===== config.mk =====
export PLATFORM = sky130hd
export DESIGN_NAME = rv32i_writeback
export DESIGN_NICKNAME = d
export VERILOG_FILES = /design/src/rtl/rv32i_writeback.sv
export SDC_FILE = /design/constraint.sdc
export NUM_CORES = 1
export LEC_CHECK = 0
export BUFFER_PORTS_ARGS = -buffer_cell sky130_fd_sc_hd__buf_4
export CORE_ASPECT_RATIO = 1.25
export CORE_MARGIN = 2
export CORE_UTILIZATION = 30
export DETAILED_ROUTE_END_ITERATION = 8
export PLACE_DENSITY = 0.49
export SLEW_MARGIN = 15
export SYNTH_ARGS = -nofsm -noshare
export SYNTH_HDL_FRONTEND = slang
export SYNTH_SLANG_ARGS = --single-unit

===== constraint.sdc =====
create_clock -name clk -period 4.33 [get_ports clk]
set_clock_uncertainty 0.1 [all_clocks]
set_input_delay 0.866 -clock clk [delete_from_list [all_inputs] [get_ports clk]]
set_output_delay 0.866 -clock clk [all_outputs]
set_load 0.02 [all_outputs]

===== src/rtl/rv32i_writeback.sv =====
// Writeback stage of the rv32i pipeline: retires ALU results and formatted loads
// into the integer register file, stalls upstream while a load is outstanding.
module rv32i_writeback #(
   parameter int unsigned XLEN  = 32,
   parameter int unsigned CNT_W = 32
) (
   input  logic             clk,
   input  logic             rst,
   input  logic             ce_in,
   input  logic             flush,
   input  logic [4:0]       in_rd,
   input  logic             in_wr_rd,
   input  logic [XLEN-1:0]  in_result,
   input  logic             in_is_load,
   input  logic [2:0]       in_funct3,
   input  logic             mem_ack,
   input  logic [XLEN-1:0]  mem_rdata,
   output logic [4:0]       rd,
   output logic [XLEN-1:0]  rd_wdata,
   output logic             w_en,
   output logic             stall,
   output logic             misaligned,
   output logic [CNT_W-1:0] instret
);

   typedef enum logic {IDLE, WAIT_LOAD} state_t;

   state_t           state, state_n;
   logic [4:0]       ld_rd, ld_rd_n;
   logic             ld_wr, ld_wr_n;
   logic [2:0]       ld_funct3, ld_funct3_n;
   logic [1:0]       ld_off, ld_off_n;
   logic [4:0]       rd_n;
   logic [XLEN-1:0]  rd_wdata_n;
   logic             w_en_n;
   logic             misaligned_n;
   logic [CNT_W-1:0] instret_n;

   // Illegal funct3 codes fall into the same trap as misaligned accesses.
   function automatic logic load_bad(input logic [2:0] f3, input logic [1:0] off);
      case (f3)
         3'b000, 3'b100: load_bad = 1'b0;
         3'b001, 3'b101: load_bad = off[0];
         3'b010:         load_bad = (off != 2'b00);
         default:        load_bad = 1'b1;
      endcase
   endfunction

   function automatic logic [XLEN-1:0] load_format(input logic [2:0] f3, input logic [1:0] off,
                                                   input logic [XLEN-1:0] word);
      logic [7:0]  b;
      logic [15:0] h;
      case (off)
         2'd0:    b = word[7:0];
         2'd1:    b = word[15:8];
         2'd2:    b = word[23:16];
         default: b = word[31:24];
      endcase
      h = off[1] ? word[31:16] : word[15:0];
      case (f3)
         3'b000:  load_format = {{(XLEN-8){b[7]}}, b};
         3'b100:  load_format = {{(XLEN-8){1'b0}}, b};
         3'b001:  load_format = {{(XLEN-16){h[15]}}, h};
         3'b101:  load_format = {{(XLEN-16){1'b0}}, h};
         default: load_format = word;
      endcase
   endfunction

   assign stall = (state == WAIT_LOAD);

   always_ff @(posedge clk) begin
      if (rst) begin
         state      <= IDLE;
         ld_rd      <= '0;
         ld_wr      <= 1'b0;
         ld_funct3  <= '0;
         ld_off     <= '0;
         rd         <= '0;
         rd_wdata   <= '0;
         w_en       <= 1'b0;
         misaligned <= 1'b0;
         instret    <= '0;
      end else begin
         state      <= state_n;
         ld_rd      <= ld_rd_n;
         ld_wr      <= ld_wr_n;
         ld_funct3  <= ld_funct3_n;
         ld_off     <= ld_off_n;
         rd         <= rd_n;
         rd_wdata   <= rd_wdata_n;
         w_en       <= w_en_n;
         misaligned <= misaligned_n;
         instret    <= instret_n;
      end
   end

   always_comb begin
      state_n      = state;
      ld_rd_n      = ld_rd;
      ld_wr_n      = ld_wr;
      ld_funct3_n  = ld_funct3;
      ld_off_n     = ld_off;
      rd_n         = rd;
      rd_wdata_n   = rd_wdata;
      w_en_n       = 1'b0;
      misaligned_n = 1'b0;
      instret_n    = instret;
      case (state)
         IDLE: begin
            if (!flush && ce_in) begin
               if (!in_is_load) begin
                  w_en_n    = in_wr_rd && (in_rd != 5'd0);
                  instret_n = instret + CNT_W'(1);
                  if (w_en_n) begin
                     rd_n       = in_rd;
                     rd_wdata_n = in_result;
                  end
               end else if (load_bad(in_funct3, in_result[1:0])) begin
                  misaligned_n = 1'b1;
               end else begin
                  ld_rd_n     = in_rd;
                  ld_wr_n     = in_wr_rd;
                  ld_funct3_n = in_funct3;
                  ld_off_n    = in_result[1:0];
                  state_n     = WAIT_LOAD;
               end
            end
         end
         WAIT_LOAD: begin
            // flush wins over a same-cycle response; the load is simply dropped
            if (flush) begin
               state_n = IDLE;
            end else if (mem_ack) begin
               state_n   = IDLE;
               w_en_n    = ld_wr && (ld_rd != 5'd0);
               instret_n = instret + CNT_W'(1);
               if (w_en_n) begin
                  rd_n       = ld_rd;
                  rd_wdata_n = load_format(ld_funct3, ld_off, mem_rdata);
               end
            end
         end
         default: state_n = IDLE;
      endcase
   end

endmodule


Word level (Yosys, flattened, before mapping)
Cells that the tools add are included.
- add/subtract/negate cells: 1
- equality and inequality tests: 15
- mux-type cells: 38
- bitwise gates (word level): 4
- reductions and logical operators: 16
- operator list (cell ; number):
    32-bit two-way mux ; 10
    32-bit case mux with 2 select lines ; 2
    32-bit case mux with 4 select lines ; 1
    32-bit by 1-bit adder with 32-bit output, second input constant ; 1
    5-bit two-way mux ; 6
    8-bit case mux with 3 select lines ; 1
    16-bit two-way mux ; 1
    1-bit two-way mux ; 13
    3-bit == test, second input constant ; 4
    2-bit != test, second input constant ; 5
    5-bit case mux with 2 select lines ; 1
    5-bit nonzero test ; 2
    4-bit AND reduction ; 2
    3-bit by 1-bit == test with 1-bit output, second input constant ; 2
    3-bit zero test ; 2
    6-bit AND reduction ; 1
    1-bit inverter ; 4
    1-bit case mux with 2 select lines ; 2
    2-bit OR reduction ; 2
    4-bit OR reduction ; 1
    3-bit by 2-bit == test with 1-bit output, second input constant ; 1
    1-bit logical AND ; 3
    1-bit case mux with 3 select lines ; 1
    2-bit by 1-bit == test with 1-bit output, second input constant ; 1
    5 further kinds ; 5
- register bits after elaboration: 83
- word-level logic and storage cells: 84

Depth between registers and ports, before layout
Gate-level depths: netlist of the first run.
- word-level depth: 10
- gate-level depth with buffers: 8

Worst setup path before layout of the first run
Ideal clock, no wire load.
- path type: input to register
- start: input in_rd[0]
- end: register rd_wdata[10]
- library setup time: 0.137 ns
- arrival time: 2.284 ns
- data required time: 4.093 ns
- slack: 1.809 ns
- cell stages on the path: 5
- path buffers: 1
- cell sequence: or4_1 o2111a_1 buf_2 nor2_1 o41ai_1
- word-level cells in the longest chain between the ends: 4
- ends and longest elaborated chain (element ; line ; RTL):
    start, declared ; 11 ; input logic [4:0] in_rd,
    5-bit nonzero test ; 112 ; w_en_n = in_wr_rd && (in_rd != 5'd0);
    1-bit logical AND ; 112 ;
    2-bit != test (no line) ; n/a ;
    6-bit AND reduction (no line) ; n/a ;
    end signal, assigned ; 90 ; rd_wdata <= rd_wdata_n;
    end, declared ; 19 ; output logic [XLEN-1:0] rd_wdata,
No other way between the ends.
A chain may end at the register's enable or synchronous reset.

Final worst setup path of the first run
- start: register ld_rd[0]
- end: register rd_wdata[4]
- word-level cells in the longest chain between the ends: 4
- ends and longest elaborated chain (element ; line ; RTL):
    start, declared ; 29 ; logic [4:0] ld_rd, ld_rd_n;
    start signal, assigned ; 85 ; ld_rd <= ld_rd_n;
    5-bit nonzero test ; 135 ; w_en_n = ld_wr && (ld_rd != 5'd0);
    1-bit logical AND ; 135 ;
    2-bit by 1-bit != test with 1-bit output (no line) ; n/a ;
    6-bit AND reduction (no line) ; n/a ;
No other way between the ends.

==> flow_summary.json, run 1 <==
{
  "fin_nets": 785,
  "h-tree-depth": 3,
  "cpPeakStageDelay_ns": 0.76,
  "grt_pass1_wl_mm": 26.6,
  "final_common_cell": "buf_4",
  "worst_setup_path_end_kind": "flip-flop",
  "routed_via_density": 5.56,
  "rows": 51,
  "crit_buf_inv": 0,
  "seq_power_share_pct": 45.0,
  "tns_ns": 0,
  "post-dp-hpwl_mm": 12.4,
  "grtUsageTotal_pct": 20.6,
  "io_pins": 151,
  "coreArea_sq_mm": 0.0154,
  "cts_buffers": 9,
  "grt_max_degree": 71,
  "synth_edf_count": 0,
  "cp_max_fo": 16,
  "ant_nets": 0,
  "switching_share_pct": 26.0,
  "die_area_sq_mm": 0.0167,
  "gp_congestion": 0.839,
  "status": "complete, no violations",
  "setup_viol_count_final": 0,
  "dr.first_iter.drc_count": 308,
  "postCtsHoldBufs": 0,
  "grt_pass1_vias": 4981,
  "cts_sinks": 83,
  "worstSetupStartpointType": "flip-flop",
  "worstPathRequired_ns": 4.48,
  "yosys_warnings": 0,
  "start_util_pct": 30.5,
  "finalCritPeriodShare_pct": 63.1,
  "async_flop_share_pct": 0,
  "ys_seq_elements": 83,
  "rsz0062_at_grt": "no",
  "vias": 5127,
  "cp.arrival_ns": 2.88,
  "avgSynthCellArea_sq_um": 8.03,
  "synth_top_family_by_area": "simple AND/OR/NAND/NOR gates",
  "die_width_microns": 116,
  "synth_top_area_cell": "dfxtp_1",
  "final_cell_mix": "163 x buf_4, 83 x dfxtp_1, 63 x nor2_1, 43 x nand2_1, 32 x nand4_1",
  "drv_slew": 0,
  "overflow": 0,
  "clock.fmax_mhz": 366,
  "comb_power_share_pct": 12.3,
  "relSlewSlack_pct": 29.9,
  "cap_violations": 0,
  "cts.clk_slew.worst_paths_ns": 0.06,
  "synth_compound_area_share_pct": 23.1,
  "period_needed_ns": 2.73,
  "p_sw_mw": 0.454,
  "first_pass_iters": 5,
  "intPower_mw": 1.29,
  "ys_types": 52,
  "cpMaxStageDelayCell": "o2111ai_2",
  "synth-simple-area-share_pct": 27.3,
  "fp.dieH_microns": 144,
  "fin_hold_ws_ns": 0.380,
  "clock_latency_ns": 0.35,
  "area_delta_synth_final_pct": 33.2,
  "clockPowerShare_pct": 42.7,
  "synth_xor_area_share_pct": 1.12,
  "worst_slew_pin_slew_ns": 1.04,
  "cts_max_path_buffers": 2,
  "ir_worst_vdd_mv": 0.163,
  "drt_wl_total_mm": 17.4,
  "antenna_cells": 0,
  "final_hold_viol_count": 0,
  "layout-drive-gt1-share_pct": 27.3,
  "port_buffers": 150,
  "post_cts_resize_count": 0,
  "cp_cell_sequence": "or4_1 > o2111ai_2 > nand2_1 > a311oi_1",
  "critPathKind": "flip-flop to flip-flop",
  "synth_top_cells_by_area": "dfxtp_1 35%, mux2i_1 5.1%, nor2_1 5.0%",
  "worstHoldPathType": "flip-flop to flip-flop",
  "cp_top_family": "simple AND/OR/NAND/NOR gates",
  "synth_top_area_share_pct": 35.3,
  "power_density_mw_per_mm2": 279,
  "routedWlPerCell_microns": 18.9,
  "syn_area_sq_mm": 0.00471,
  "muxShareOfSynthArea_pct": 7.98,
  "synthFlopType": "dfxtp_1",
  "cts_setup_buffers": 0,
  "cts_tree": "built",
  "seq_area_frac_synth_pct": 35.3,
  "syn_inst": 586,
  "synth_fp_nets": 666,
  "drc": 0,
  "cts_root_buf": "clkbuf_16",
  "synthAdderAreaFrac_pct": 0.266,
  "p_leak_nw": 2.51,
  "antenna_found_initial": 0
}
## power by group through the flow
stage | combinational (mW) | sequential, mW | clock (mW)
6_report | 0.214 | 0.786 | 0.746
5_1_grt | 0.232 | 0.788 | 0.805
4_1_cts | 0.215 | 0.786 | 0.772
3_5_place_dp | 0.214 | 0.804 | 0
3_3_place_gp | 0.211 | 0.803 | 0
2_1_floorplan | 0.0893 | 0.813 | 0
## cells in the mapped netlist (16+ instances only)
library cell	instances
nor2_1	63
clkbuf_1	46
dfxtp_1	83
mux2i_1	24
nand2_1	43
nand3_1	25
nor3_1	30
or4_1	16
nand4_1	32
o221ai_1	16
a21oi_1	30
o21ai_0	30
## logic make-up (layout without fill, tap and decap cells)
logic type,after synthesis,in the layout
flops,83,83
simple gates,249,249
fa+ha+maj,1,1
mux,35,35
compound gates,151,151
xor+xnor,6,6
buf+inv,61,185
## final cells by class
class	count	area, sq um
Clock buffer	13	260
Sequential cell	83	1660
Tap cell	212	265
Fill cell	1628	9170
Timing Repair Buffer	163	1220
Clock inverter	3	22.5
Multi-Input combinational cell	442	2810
Inverter	6	22.5
## routing by layer
layer / track usage, % / part of all wire [%] / vias up
met4: 10.2 / 3.6 / 0
li1: - / - / 2473
met2: 33.3 / 47 / 218
met1: 25.7 / 42 / 2401
met3: 4.90 / 7.4 / 35
met5: 0 / 0 / -
## flip-flops by register name, summed over array words and instances, names as in the netlist
register,cells
instret,32
ld_off,2
ld_wr,1
w_en,1
rd,5
ld_rd,5
misaligned,1
ld_funct3,3
rd_wdata,32
stall,1
## through the flow
step,util (%),power [mW],setup slack [ns],cells,instance area [sq um]
2_1_floorplan,-,0.902,1.81,586,4710
3_3_place_gp,38.7,1.01,1.38,906,5980
3_5_place_dp,38.7,1.02,1.29,906,5980
4_1_cts,40.6,1.77,1.60,922,6260
5_1_grt,40.6,1.82,1.41,922,6270
6_report,40.6,1.75,1.60,922,6270
## final timing paths
kind              slack (ns)   startpoint  depth (start not counted)           to
setup / recovery        1.60     ld_rd[0]                          4  rd_wdata[4]
hold / removal          0.38  rd_wdata[7]                          2  rd_wdata[7]
setup reg to reg        1.60     ld_rd[0]                          4  rd_wdata[4]
hold reg to reg         0.38  rd_wdata[7]                          2  rd_wdata[7]
## worst min-delay path: stages (launching register included)
cell	delay [ns]
dfxtp_1	0.31
nand4_1	0.06
o41ai_1	0.06
No activity file was read; power rests on OpenSTA's default activity.
==> inputs of run 2 (changes only) <==
--- a/config.mk
+++ b/config.mk
@@ -5,6 +5,7 @@
 export SDC_FILE = /design/constraint.sdc
 export NUM_CORES = 1
 export LEC_CHECK = 0
+export ABC_AREA = 1
 export BUFFER_PORTS_ARGS = -buffer_cell sky130_fd_sc_hd__buf_4
 export CORE_ASPECT_RATIO = 1.25
 export CORE_MARGIN = 2
==> constraint.sdc (replaced) <==
create_clock -name clk -period 2.6 [get_ports clk]
set_clock_uncertainty 0.1 [all_clocks]
set_input_delay 0.52 -clock clk [delete_from_list [all_inputs] [get_ports clk]]
set_output_delay 0.52 -clock clk [all_outputs]
set_load 0.02 [all_outputs]
==> run 2 against run 1 <==
  * Sequential power increased by 68%
  * Flip-flop and latch count stayed put
  * Register-to-register slack got worse by 1.1 ns
  * Clock power grew 80%
  * Critical path depth is 2 lower
  * Via count up 4.3%
  * Hold slack got worse by 0.041 ns
  * Core utilization down 0.44 points
  * Worst setup slack lost 1.2 ns
  * Wire length shrank 1.2%
  * Non-clock buffer count fell by 3
  * Die area grew 3.0%
==> flow_summary.json, run 2 <==
{
  "die_area_sq_mm": 0.0172,
  "synth_edf_count": 0,
  "antenna_cells": 0,
  "synth_commonest_cells": "250 x nand2_1, 93 x nor2_1, 83 x dfxtp_1, 81 x a21oi_1, 61 x nand3_1",
  "cts_sinks": 83,
  "routedWlPerCell_microns": 15.2,
  "worst_setup_path_end_kind": "output port",
  "port_buffers": 150,
  "fp.dieH_microns": 146,
  "p_leak_nw": 2.77,
  "cp_max_fo": 31,
  "rows": 52,
  "rsz0062_at_grt": "no",
  "grt_pass1_vias": 5229,
  "cts_buffers": 9,
  "clock.fmax_mhz": 463,
  "final_cell_mix": "250 x nand2_1, 159 x buf_4, 93 x nor2_1, 82 x dfxtp_1, 81 x a21oi_1",
  "timing.rr.start": "stall",
  "status": "complete, no violations",
  "grtUsageTotal_pct": 19.9,
  "vias": 5348,
  "cts_setup_buffers": 0,
  "cap_violations": 0,
  "antenna_found_initial": 0,
  "ir_worst_vdd_mv": 0.239,
  "finalCritPeriodShare_pct": 83.0,
  "async_flop_share_pct": 0,
  "final_hold_viol_count": 0,
  "start_util_pct": 30.3,
  "gp_congestion": 0.849,
  "relSlewSlack_pct": 55.4,
  "drc": 0,
  "cp.arrival_ns": 1.54,
  "routed_via_density": 4.73,
  "worst_slew_pin_slew_ns": 0.668,
  "drv_slew": 0,
  "layout-drive-gt1-share_pct": 23.4,
  "post_cts_resize_count": 0,
  "cpMaxStageDelayCell": "dfxtp_2",
  "final_cells": 1131,
  "ys_types": 36,
  "reg_top3": "instret x32, rd_wdata x32",
  "ant_nets": 0,
  "worst-r2r-cell-count": 7,
  "syn_area_sq_mm": 0.00485,
  "die_width_microns": 118,
  "synthFlopType": "dfxtp_1",
  "cpMostUsedCell": "buf_4",
  "synth_top_area_share_pct": 34.2,
  "cts_root_buf": "clkbuf_16",
  "drt_wl_total_mm": 17.2,
  "holdPathEnd": "rd_wdata[13]",
  "r2r_end": "rd_wdata[14]",
  "period_needed_ns": 2.16,
  "whs_path_depth": 3,
  "clock_latency_ns": 0.35,
  "critPathKind": "flip-flop to output port",
  "coreArea_sq_mm": 0.0160,
  "io_pins": 151,
  "first_pass_iters": 7,
  "postCtsHoldBufs": 0,
  "post-dp-hpwl_mm": 13.2,
  "synth_top_area_cell": "dfxtp_1",
  "cp_cell_sequence": "buf_4 > buf_4",
  "fin_total_pwr_mw": 3.05,
  "seq_area_frac_synth_pct": 34.2,
  "cp_top_family": "buffers and inverters",
  "overflow": 0,
  "power_density_mw_per_mm2": 475,
  "worstPathRequired_ns": 1.98,
  "cpPeakStageDelay_ns": 0.57,
  "avgSynthCellArea_sq_um": 6.23,
  "yosys_warnings": 0,
  "syn_inst": 779,
  "cts_tree": "built",
  "ys_seq_elements": 83,
  "synth_fp_nets": 859,
  "grt_pass1_wl_mm": 26.8,
  "h-tree-depth": 3,
  "cts.clk_slew.worst_paths_ns": 0.07,
  "rrSetupSlack_ns": 0.50,
  "final_util_pct": 40.2,
  "crit_buf_inv": 2,
  "worstHoldStart": "in_result[13]",
  "setup_viol_count_final": 0,
  "fin_nets": 990,
  "area_delta_synth_final_pct": 32.4,
  "final_common_cell": "nand2_1",
  "synth_most_common_cell": "nand2_1",
  "tns_ns": 0,
  "grt_max_degree": 40,
  "worstSetupStartpointType": "flip-flop",
  "synth_top_cells_by_area": "dfxtp_1 34%, nand2_1 19%, a21oi_1 8.4%",
  "cts_max_path_buffers": 2,
  "worstHoldPathType": "input port to flip-flop",
  "dr.first_iter.drc_count": 248,
  "dpl.cell_count": 1115
}
[run 2: cell types whose count changed after synthesis, moves of 12 or more]
| cell | previous run | this run |
|---|---|---|
| a21oi_1 | 30 | 81 |
| clkbuf_1 | 46 | 16 |
| inv_1 | 4 | 44 |
| mux2i_1 | 24 | 0 |
| nand2_1 | 43 | 250 |
| nand3_1 | 25 | 61 |
| nand4_1 | 32 | 3 |
| nor2_1 | 63 | 93 |
| nor3_1 | 30 | 0 |
| o21ai_0 | 30 | 42 |
| o221ai_1 | 16 | 0 |
| o31ai_1 | 15 | 0 |
| or2_2 | 1 | 18 |
| or4_1 | 16 | 0 |
[run 2: report_power, final]
group          switching, mW  internal, mW
registers             0.0205          1.30
logic                  0.218         0.173
clock network          0.590         0.750
[run 2: worst register-to-register path: cells and delay by family (launching register included)]
kind	cells	cell delay, ns
buffers and inverters	1	0.34
flip-flops	1	0.57
AND/OR/NAND/NOR	5	0.88
AO/OA/AOI/OAI	1	0.07
[run 2: stage by stage]
stage               hold WS [ns]  setup slack [ns]  instance area, sq um
floorplan                  0.347             0.893                  4850
global placement           0.367             0.365                  6120
detailed placement         0.368             0.338                  6120
CTS                        0.327             0.405                  6430
global route               0.341             0.270                  6430
finish                     0.339             0.442                  6430
[run 2: worst max-delay path by stage]
stage	from	to	slack, ns	cells past startpoint
2_1_floorplan	instret[0]	instret[16]	0.89	8
3_3_place_gp	flush	rd_wdata[3]	0.37	9
3_5_place_dp	flush	rd_wdata[14]	0.34	9
4_1_cts	stall	stall	0.41	2
5_1_grt	stall	rd[2]	0.27	7
6_report	stall	stall	0.44	2
[run 2: routing by layer]
layer  vias to the layer above  wire, microns  track usage, %
met1                      2354           6720            20.3
li1                       2796              -               -
met2                       163           8560            35.7
met3                        35           1190            6.48
met4                         0            735            11.0
met5                         -              0               0
[run 2: kinds of logic after synthesis]
group	after synthesis	share of synthesized area [%]
AND/OR/NAND/NOR	443	38.7
AO/OA/AOI/OAI	154	16.8
buffers and inverters	88	8.17
flip-flops	83	34.2
XOR/XNOR	10	1.80
adder cells (fa/ha/maj)	1	0.258
[run 2: cell type report]
cell class,count,area [sq um]
fill,1811,9580
multi-input combinational,608,2800
sequential,83,1660
timing repair buffer,160,1210
tap,216,270
clock buffer,9,225
inverter,48,183
clock inverter,7,77.6
